File: config.mk
export PLATFORM = sky130hd
export DESIGN_NAME = gamma_lut_ctrl
export DESIGN_NICKNAME = d
export VERILOG_FILES = /design/src/rtl/gamma_lut_ctrl.sv
export SDC_FILE = /design/constraint.sdc
export NUM_CORES = 1
export LEC_CHECK = 0
export ABC_AREA = 1
export CORE_UTILIZATION = 37
export CTS_BUF_LIST = sky130_fd_sc_hd__clkbuf_8
export CTS_CLUSTER_DIAMETER = 40
export DETAILED_ROUTE_END_ITERATION = 7
export MAX_ROUTING_LAYER = met4
export SLEW_MARGIN = 20
export SYNTH_ARGS = -nofsm -noshare
export SYNTH_HDL_FRONTEND = slang
export SYNTH_SLANG_ARGS = --single-unit
File: constraint.sdc
create_clock -name VCLK -period 2.5 [get_ports VCLK]
set_input_delay 0.25 -clock VCLK [delete_from_list [all_inputs] [get_ports VCLK]]
set_output_delay 0.25 -clock VCLK [all_outputs]
set_load 0.01 [all_outputs]
File: src/rtl/gamma_lut_ctrl.sv
// gamma_lut_ctrl: fills and double-buffers the gamma lookup RAM and swaps banks on frame boundaries
module gamma_lut_ctrl #(
  parameter int LUT_AW = 7,
  parameter int LUT_DW = 8
) (
  input  logic              VCLK,
  input  logic              nRST,
  input  logic              host_wr_en_i,
  input  logic [LUT_AW-1:0] host_addr_i,
  input  logic [LUT_DW-1:0] host_data_i,
  input  logic              host_commit_i,
  input  logic              host_fill_i,
  output logic              host_ready_o,
  output logic              commit_done_o,
  output logic              init_done_o,
  input  logic              nVSYNC_i,
  input  logic              vdata_valid_i,
  output logic              lut_we_o,
  output logic [LUT_AW:0]   lut_waddr_o,
  output logic [LUT_DW-1:0] lut_wdata_o,
  output logic              rd_bank_o
);
  typedef enum logic [1:0] {INIT, IDLE, FILL, ARMED} state_t;
  state_t state_q, state_d;
  logic [LUT_AW:0] cnt_q, cnt_d, waddr_q, waddr_d;
  logic [LUT_DW-1:0] wdata_q, wdata_d;
  logic we_q, we_d, bank_q, bank_d, done_q, done_d, init_q, init_d;
  logic pend_q, pend_d, ready_q, vs_q, vsync_fall;
  function automatic logic [LUT_DW-1:0] ramp(input logic [LUT_AW-1:0] a);
    logic [LUT_AW+LUT_DW-1:0] t;
    t = {a, {LUT_DW{1'b0}}};
    t = t | (t >> LUT_AW);
    return t[LUT_AW+LUT_DW-1 -: LUT_DW];
  endfunction
  assign vsync_fall = vs_q & ~nVSYNC_i;
  // Next state and next output values; INIT ends once the wrapped counter follows a write
  always_comb begin
    state_d = state_q;
    cnt_d   = cnt_q;
    we_d    = 1'b0;
    waddr_d = waddr_q;
    wdata_d = wdata_q;
    bank_d  = bank_q;
    done_d  = 1'b0;
    init_d  = init_q;
    pend_d  = pend_q;
    case (state_q)
      INIT:
        if (we_q && cnt_q == '0) begin
          state_d = IDLE;
          init_d  = 1'b1;
        end else begin
          we_d    = 1'b1;
          waddr_d = cnt_q;
          wdata_d = ramp(cnt_q[LUT_AW-1:0]);
          cnt_d   = cnt_q + 1'b1;
        end
      IDLE: begin
        if (host_wr_en_i) begin
          we_d    = 1'b1;
          waddr_d = {~bank_q, host_addr_i};
          wdata_d = host_data_i;
        end
        if (host_fill_i) begin
          state_d = FILL;
          cnt_d   = '0;
        end else if (host_commit_i) begin
          state_d = ARMED;
          pend_d  = 1'b0;
        end
      end
      FILL:
        if (cnt_q[LUT_AW]) begin
          state_d = IDLE;
        end else begin
          we_d    = 1'b1;
          waddr_d = {~bank_q, cnt_q[LUT_AW-1:0]};
          wdata_d = ramp(cnt_q[LUT_AW-1:0]);
          cnt_d   = cnt_q + 1'b1;
        end
      ARMED:
        if (vdata_valid_i && pend_q) begin
          bank_d  = ~bank_q;
          done_d  = 1'b1;
          state_d = IDLE;
        end else begin
          pend_d = pend_q | vsync_fall;
        end
      default: state_d = INIT;
    endcase
  end
  // State and registered outputs; reset restarts INIT from address 0 on bank 0
  always_ff @(posedge VCLK or negedge nRST) begin
    if (!nRST) begin
      state_q <= INIT;
      cnt_q   <= '0;
      we_q    <= 1'b0;
      waddr_q <= '0;
      wdata_q <= '0;
      bank_q  <= 1'b0;
      done_q  <= 1'b0;
      init_q  <= 1'b0;
      pend_q  <= 1'b0;
      ready_q <= 1'b0;
      vs_q    <= 1'b1;
    end else begin
      state_q <= state_d;
      cnt_q   <= cnt_d;
      we_q    <= we_d;
      waddr_q <= waddr_d;
      wdata_q <= wdata_d;
      bank_q  <= bank_d;
      done_q  <= done_d;
      init_q  <= init_d;
      pend_q  <= pend_d;
      ready_q <= (state_d == IDLE);
      vs_q    <= nVSYNC_i;
    end
  end
  assign host_ready_o  = ready_q;
  assign commit_done_o = done_q;
  assign init_done_o   = init_q;
  assign lut_we_o      = we_q;
  assign lut_waddr_o   = waddr_q;
  assign lut_wdata_o   = wdata_q;
  assign rd_bank_o     = bank_q;
endmodule

* Word-level counts from Yosys, hierarchy flattened *
Cells that the tools add are included.

storage, ports and cells
  bits in registers = 33
  input bits = 22

operators by class
  add/sub/neg operators = 1
  equal/unequal tests = 11
  mux-type cells = 28
  bitwise operators = 5
  reductions and logical operators = 12

operators with widths
  kind                                            count
  two-way mux 8 bit                               9
  one-hot mux 8 bit (3 select lines)              3
  bitwise OR 15 x 8 -> 15 bit                     1
  != test 2 bit (second input constant)           7
  AND reduction 4 bit                             3
  two-way mux 2 bit                               5
  adder 8 x 1 -> 8 bit (second input constant)    1
  logical NOT 8 bit                               1
  two-way mux 1 bit                               8
  one-hot mux 2 bit (4 select lines)              1
  == test 2 x 1 -> 1 bit (second input constant)  2
  == test 2 bit (second input constant)           2
  AND reduction 2 bit                             2
  one-hot mux 1 bit (3 select lines)              1
  AND reduction 3 bit                             1
  nonzero test 3 bit                              1
  logical AND 1 bit                               2
  logical NOT 2 bit                               1
  NOT 1 bit                                       2
  one-hot mux 1 bit (2 select lines)              1
  nonzero test 2 bit                              1
  AND 1 bit                                       1
  bitwise OR 1 bit                                1

* Depth between registers and ports, before layout *
Gate-level depths: netlist of the first run.

  depth after elaboration = 5
  gate-level depth with buffers = 10
  gate-level depth less buffers = 9

* Worst setup path after synthesis of the first run *
OpenSTA, ideal clock, no wires.

  path type = register to register
  start point = register state_q[1]
  end point = register wdata_q[1] (netlist: lut_wdata_o[1])
  arrival time = 1.433 ns
  path slack = 0.951 ns
  stages on the path, launching flop included = 10
  path buffers = 1
  period minus slack after synthesis = 1.549 ns
  cell sequence = dfrtp_1 inv_1 ha_1 inv_2 nor2_2 nor3b_4 nand2_4 buf_4 nand2_1 nand2_1

on the way
  longest elaborated chain between the ends = 3
  elaborated cells between the ends (all ways) = 9
  those cells by class = eq/ne: 5; mux: 1; reduce/logical: 3

ends and longest elaborated chain
  what                                                                         line  RTL
  start: declaration                                                           24    state_t state_q, state_d;
  start signal: assignment                                                     107   state_q <= state_d;
  == test 2 x 1 -> 1 bit, or another cell as far along                         47    case (state_q)
  != test 2 bit (no source line) / nonzero test 3 bit (equally long branches)  n/a
  AND reduction 4 bit (no source line)                                         n/a
  end signal: assignment                                                       111   wdata_q <= wdata_d;
  end: declaration                                                             26    logic [LUT_DW-1:0] wdata_q, wdata_d;

Parallel ways exist; a longest one is shown, timed or not.
A chain may end at the register's enable or synchronous reset.

* Final worst setup path of the first run *
  start point = register state_q[0]
  end point = register waddr_q[0] (netlist: lut_waddr_o[0])

on the way
  longest elaborated chain between the ends = 3
  elaborated cells between the ends (all ways) = 9
  those cells by class = eq/ne: 5; mux: 1; reduce/logical: 3

ends and longest elaborated chain
  what                                                                         line  RTL
  == test 2 x 1 -> 1 bit, or another cell as far along                         47
  != test 2 bit (no source line) / nonzero test 3 bit (equally long branches)  n/a
  AND reduction 4 bit (no source line)                                         n/a
  end signal: assignment                                                       110   waddr_q <= waddr_d;
  end: declaration                                                             25    logic [LUT_AW:0] cnt_q, cnt_d, waddr_q, waddr_d;

Parallel ways exist; a longest one is shown, timed or not.

==> results.py, run 1 <==
metrics = {
    "yosys": {
        "syn_nets": 264,
        "yosysWarnings": 0,
        "yosys_most_used_dff": "dfrtp_1",
        "async_flop_share_pct": 100,
        "synth_edf_count": 0,
        "yosysSeqAreaShare_pct": 45.3,
        "netlist_instances": 233,
        "avgSynthCellArea_um2": 7.83,
        "ys_seq_elements": 33,
        "syn-cell-area_um2": 1820,
        "synthDistinctLibCells": 29,
    },
    "final_layout": {
        "regArea_um2": 827,
        "layout_common_cells": "nand2_1, clkdlybuf4s50_1, dfrtp_1",
        "multiInputGateArea_um2": 888,
        "drive_above_1_share_pct": 9.32,
        "fin_nets": 309,
        "final_common_cell": "nand2_1",
        "fillers": 473,
        "fin_util_pct": 50.5,
        "areaGrowthSynthToFinish_pct": 30.7,
        "antenna_cells": 0,
    },
    "run_status": {
        "status": "complete, but fails checks",
        "violations": "design-rule violations",
    },
    "clock_network": {
        "htree_levels": 2,
        "numCtsBuffers": 5,
        "cts_root_buffer": "clkbuf_8",
        "cts_hold_buf": 0,
        "postCtsSetupBuffers": 0,
        "clk_latency_ns": 0.29,
        "numClockSinks": 33,
        "ctsResizeCount": 0,
        "cts.clk_slew.worst_paths_ns": 0.08,
        "cts_tree": "yes",
        "clock_path_buffers": 2,
    },
    "placed_design": {
        "place_congestion": 0.808,
        "numPortBuffers": 42,
        "dp_hpwl_um": 3160,
    },
    "critical_path": {
        "slowest_stage": "ha_1",
        "criticalPathCategory": "register to register",
        "worstPathRequired_ns": 2.68,
        "critical_path_arrival_ns": 2.15,
        "rrSetupSlack_ns": 0.53,
        "crit_fanout": 11,
        "critPathLaunchType": "register",
        "critPathMaxStageDelay_ns": 0.50,
        "cp_cell_sequence": "inv_1 > ha_1 > inv_1 > nor2_1 > o21ai_0 > nand2_1 > nand2_1",
        "crit_path_end_kind": "register",
    },
    "timing": {
        "fin_crit_ns": 1.97,
        "period_share_pct": 78.9,
        "setup_viol_count_final": 0,
        "relSlewSlack_pct": 72.1,
        "hold_viol": 0,
        "worst_slew_pin_slew_ns": 0.417,
        "fmax_mhz": 507,
        "finalClockSkew_ns": 0.00986,
        "rsz0062_at_grt": "no",
        "tns_ns": 0,
        "drv_slew": 0,
    },
    "global_routing": {
        "grt_pass1_wl_um": 7180,
        "met3_usage_pct": 4.86,
        "gr-usage-met2_pct": 28.0,
        "antenna_found_initial": 0,
        "grt_max_degree": 34,
        "grt_pass1_vias": 1554,
        "grt_usage_pct": 19.2,
        "grt-ovfl-total": 0,
        "grt_util_met1_pct": 24.7,
        "grt_most_used_layer": "met2",
    },
    "routing": {
        "vias_per_cell": 4.73,
        "wl_um": 4370,
        "drt-initial-drc-count": 110,
        "drtPass1Iterations": 6,
        "via_count": 1635,
        "ant_nets": 0,
        "drc": 2,
        "avgRoutedWirePerCell_um": 12.6,
    },
    "pwr": {
        "p_leak_uw": 0.00115,
        "power_uw": 976,
        "switching_share_pct": 22.6,
        "p_int_uw": 755,
        "switchingPower_uw": 221,
        "power_frac_clock_pct": 40.1,
        "powerDensity_nw_per_um2": 409,
        "worst_ir_drop_vdd_uv": 176,
        "combinationalPowerShare_pct": 4.9,
        "pwr-share-seq_pct": 55.0,
    },
    "hold_path": {
        "hp-class": "input pin to async pin",
    },
    "floorplan": {
        "initial_core_util_pct": 38.6,
        "coreArea_um2": 4720,
        "rows": 25,
        "chipHeight_um": 72.2,
        "die_w_um": 72.2,
        "io_pins": 43,
        "dieArea_um2": 5220,
    },
    "run": {
        "cap_violations": 0,
    },
}
==> per-layer routing <==
| layer | vias to the layer above | part of all wire, % |
|---|---|---|
| met4 | 0 | 2.1 |
| met3 | 7 | 5.2 |
| met5 | - | 0 |
| li1 | 836 | - |
| met1 | 746 | 48 |
| met2 | 46 | 44 |
==> per-stage QoR <==
step | hold slack [ns] | worst slack [ns] | cell area, um2 | instances
finish | 0.357 | 0.529 | 2380 | 346
global route | 0.381 | 0.340 | 2380 | 346
CTS | 0.367 | 0.561 | 2380 | 346
detailed placement | 0.472 | 0.583 | 2300 | 338
global placement | 0.465 | 0.535 | 2300 | 338
floorplan | -0.0456 | 0.951 | 1820 | 233
==> area by class of cell <==
cell class	instances	area share, %
clock inverter	3	0.577
inverter	17	2.78
timing repair buffer	44	18.3
sequential	33	34.7
clock buffer	5	2.89
tap	67	3.52
multi-input combinational	177	37.3
==> state kept, by name, summed over array words and instances (netlist names) <==
signal and cells:
host_ready_o 1, lut_wdata_o 8, lut_waddr_o 8, state_q 2, commit_done_o 1, lut_we_o 1, cnt_q 8, rd_bank_o 1
vs_q 1, init_done_o 1, pend_q 1
==> power by group through the flow <==
stage	Clock [uW]	Sequential (uW)	Combinational [uW]
5_1_grt	426	537	52.7
6_report	391	537	48.2
4_1_cts	404	537	49.1
3_5_place_dp	0	547	48.4
3_3_place_gp	0	547	50.1
2_1_floorplan	0	547	1.53
==> cells in the mapped netlist, types with 2 or more instances <==
library cell  count  area, um2
nand2_1          93        349
dfrtp_1          32        801
o21ai_0          21        105
nand3_1          16       80.1
inv_1            11       41.3
ha_1              9        113
nor2_1            9       33.8
o21ai_1           7       35.0
inv_2             5       18.8
a21oi_1           4       20.0
nor2_2            3       18.8
buf_6             2       22.5
clkbuf_1          2       7.51
nand3_2           2       20.0
nand3b_1          2       15.0
xor2_1            2       17.5
==> kinds of logic (layout without fill, tap and decap cells) <==
family	Yosys count	in the layout	synth area share (%)
AO/OA/AOI/OAI	34	34	9.47
buffers and inverters	23	69	5.97
flip-flops	33	33	45.3
XOR/XNOR	3	3	1.44
AND/OR/NAND/NOR	131	131	31.6
adder cells (fa/ha/maj)	9	9	6.17
==> critical path: cells and delay by family (launching register included) <==
family                     cells  cell delay (ns)
adders and majority gates      1             0.50
and+or+nand+nor                3             0.50
AOI/OAI and AO/OA              1             0.17
DFF                            1             0.43
buffers and inverters          2             0.25
==> final timing paths <==
check,cells past startpoint,startpoint,to
setup / recovery,7,state_q[0],lut_waddr_o[0]
hold / removal,2,nRST,init_done_o
setup reg to reg,7,state_q[0],lut_waddr_o[0]
hold reg to reg,2,lut_waddr_o[3],lut_waddr_o[3]
max in group asynchronous,2,nRST,vs_q
min in group VCLK,1,nVSYNC_i,vs_q
Power figures use the tool's default switching activity.
==> inputs of run 2 (changes only) <==
clock period = 1.6 ns   (was 2.5 ns; I/O delays follow)
==> run 2 against run 1 <==
Net effect:
- the flow still finishes with violations (design-rule violations)
- fmax rose by 32%
- worst setup slack lost 0.42 ns
- via count up 1.6%
- sequential share of layout area fell by 2.3 points
- critical path depth grew 1
- critical endpoint is now lut_wdata_o[2]
- largest power group unchanged
- highest routed layer unchanged
==> results.py, run 2 (synthesis results as in run 1) <==
metrics = {
    "run_status": {
        "status": "complete, but fails checks",
        "violations": "design-rule violations",
    },
    "final_layout": {
        "antenna_cells": 0,
        "final-instance-count-excl-fill": 359,
        "drive_above_1_share_pct": 17.8,
        "final_common_cell": "nand2_1",
        "layout_common_cells": "nand2_1, clkdlybuf4s50_1, dfrtp_1",
        "areaGrowthSynthToFinish_pct": 40.5,
        "design_area_um2": 2560,
        "fin_util_pct": 54.3,
        "fin_nets": 322,
        "fillers": 460,
    },
    "timing": {
        "hold_viol": 0,
        "fmax_mhz": 672,
        "fin_crit_ns": 1.49,
        "setup_viol_count_final": 0,
        "period_share_pct": 93.1,
        "relSlewSlack_pct": 70.9,
        "finalClockSkew_ns": 0.00791,
        "drv_slew": 0,
        "worst_slew_pin_slew_ns": 0.436,
    },
    "global_routing": {
        "antenna_found_initial": 0,
        "grt_usage_pct": 19.0,
        "grt_max_degree": 34,
        "met3_usage_pct": 4.31,
        "grt_pass1_wl_um": 7200,
        "grt_pass1_vias": 1529,
        "grt_util_met1_pct": 25.2,
        "grt_most_used_layer": "met2",
        "gr-usage-met2_pct": 28.0,
        "grt-ovfl-total": 0,
    },
    "placed_design": {
        "numPortBuffers": 42,
        "placedCellCount": 348,
        "place_congestion": 0.854,
        "place_area_um2": 2390,
        "dp_hpwl_um": 3180,
    },
    "floorplan": {
        "coreArea_um2": 4720,
        "rows": 25,
        "chipHeight_um": 72.2,
        "io_pins": 43,
        "dieArea_um2": 5220,
        "initial_core_util_pct": 38.6,
        "die_w_um": 72.2,
    },
    "clock_network": {
        "cts.clk_slew.worst_paths_ns": 0.07,
        "clock_path_buffers": 2,
        "cts_root_buffer": "clkbuf_8",
        "clk_latency_ns": 0.29,
        "numCtsBuffers": 5,
        "htree_levels": 2,
        "cts_tree": "yes",
        "numClockSinks": 33,
    },
    "pwr": {
        "powerDensity_nw_per_um2": 632,
        "worst_ir_drop_vdd_uv": 292,
        "p_leak_uw": 0.00121,
    },
    "routing": {
        "ant_nets": 0,
        "wl_um": 4420,
        "drc": 2,
        "vias_per_cell": 4.63,
        "avgRoutedWirePerCell_um": 12.3,
        "drt-initial-drc-count": 88,
        "via_count": 1661,
        "drtPass1Iterations": 6,
    },
    "critical_path": {
        "crit_fanout": 15,
        "worstPathRequired_ns": 1.78,
        "critPathLaunchType": "register",
        "crit-reg2reg-launch": "state_q[1]",
        "criticalPathCategory": "register to register",
        "critical_path_arrival_ns": 1.67,
        "startpoint": "state_q[1]",
        "crit_path_end_kind": "register",
    },
    "hold_path": {
        "hp-class": "input pin to async pin",
    },
    "run": {
        "cap_violations": 0,
    },
}
[run 2: cell count changes in the layout (fill, tap and decap cells not counted), moves of 3 or more]
cell / change
ha_2: +3
ha_1: -4
inv_1: -3
buf_4: +11
[run 2: worst max-delay path: stages, from the launching register on]
cell	delay, ns
dfrtp_1	0.39
buf_4	0.15
ha_2	0.18
nand2_2	0.07
nor3b_4	0.21
nand2_4	0.10
buf_12	0.16
nand2_1	0.05
nand2_1	0.05
[run 2: worst paths after layout]
check,to,slack [ns],cells after the start
setup / recovery,lut_wdata_o[2],0.11,8
hold / removal,init_done_o,0.28,2
setup reg to reg,lut_wdata_o[2],0.11,8
hold reg to reg,init_done_o,0.48,2
max in group asynchronous,cnt_q[2],0.98,2
min in group VCLK,vs_q,0.29,1
[run 2: layout make-up]
cell class | instances | area, um2 | share of cell area (%)
clock buffer | 7 | 96.3 | 3.76
inverter | 17 | 66.3 | 2.59
sequential | 33 | 830 | 32.4
multi-input combinational | 177 | 933 | 36.4
tap | 67 | 83.8 | 3.27
clock inverter | 1 | 5.00 | 0.195
timing repair buffer | 57 | 549 | 21.4
[run 2: power breakdown]
group          internal [uW]  switching, uW  leakage [uW]
combinational           47.8           28.4      0.000752
sequential               837           1.17      0.000401
clock                    389            317     0.0000542
[run 2: per-layer routing]
layer	wire length [um]	share of wire, %
met3	161	3.6
met5	0	0
met2	2000	45
met1	2190	49
met4	68	1.5
[run 2: timing repair]
action,in CTS,in global routing
hold buffers,0,0
buffers inserted,0,3
setup endpoints to repair,0,26
gates resized for setup,0,15
[run 2: through the flow]
stage	power [uW]	setup TNS [ns]	setup WS [ns]	hold slack (ns)
final	1620	0	0.111	0.278
after floorplan	857	0	0.0506	-0.136
after CTS	1640	0	0.0113	0.295
after global placement	932	0	0.0452	0.450
after global routing	1680	-0.00932	-0.00386	0.299
after detailed placement	931	0	0.0293	0.457
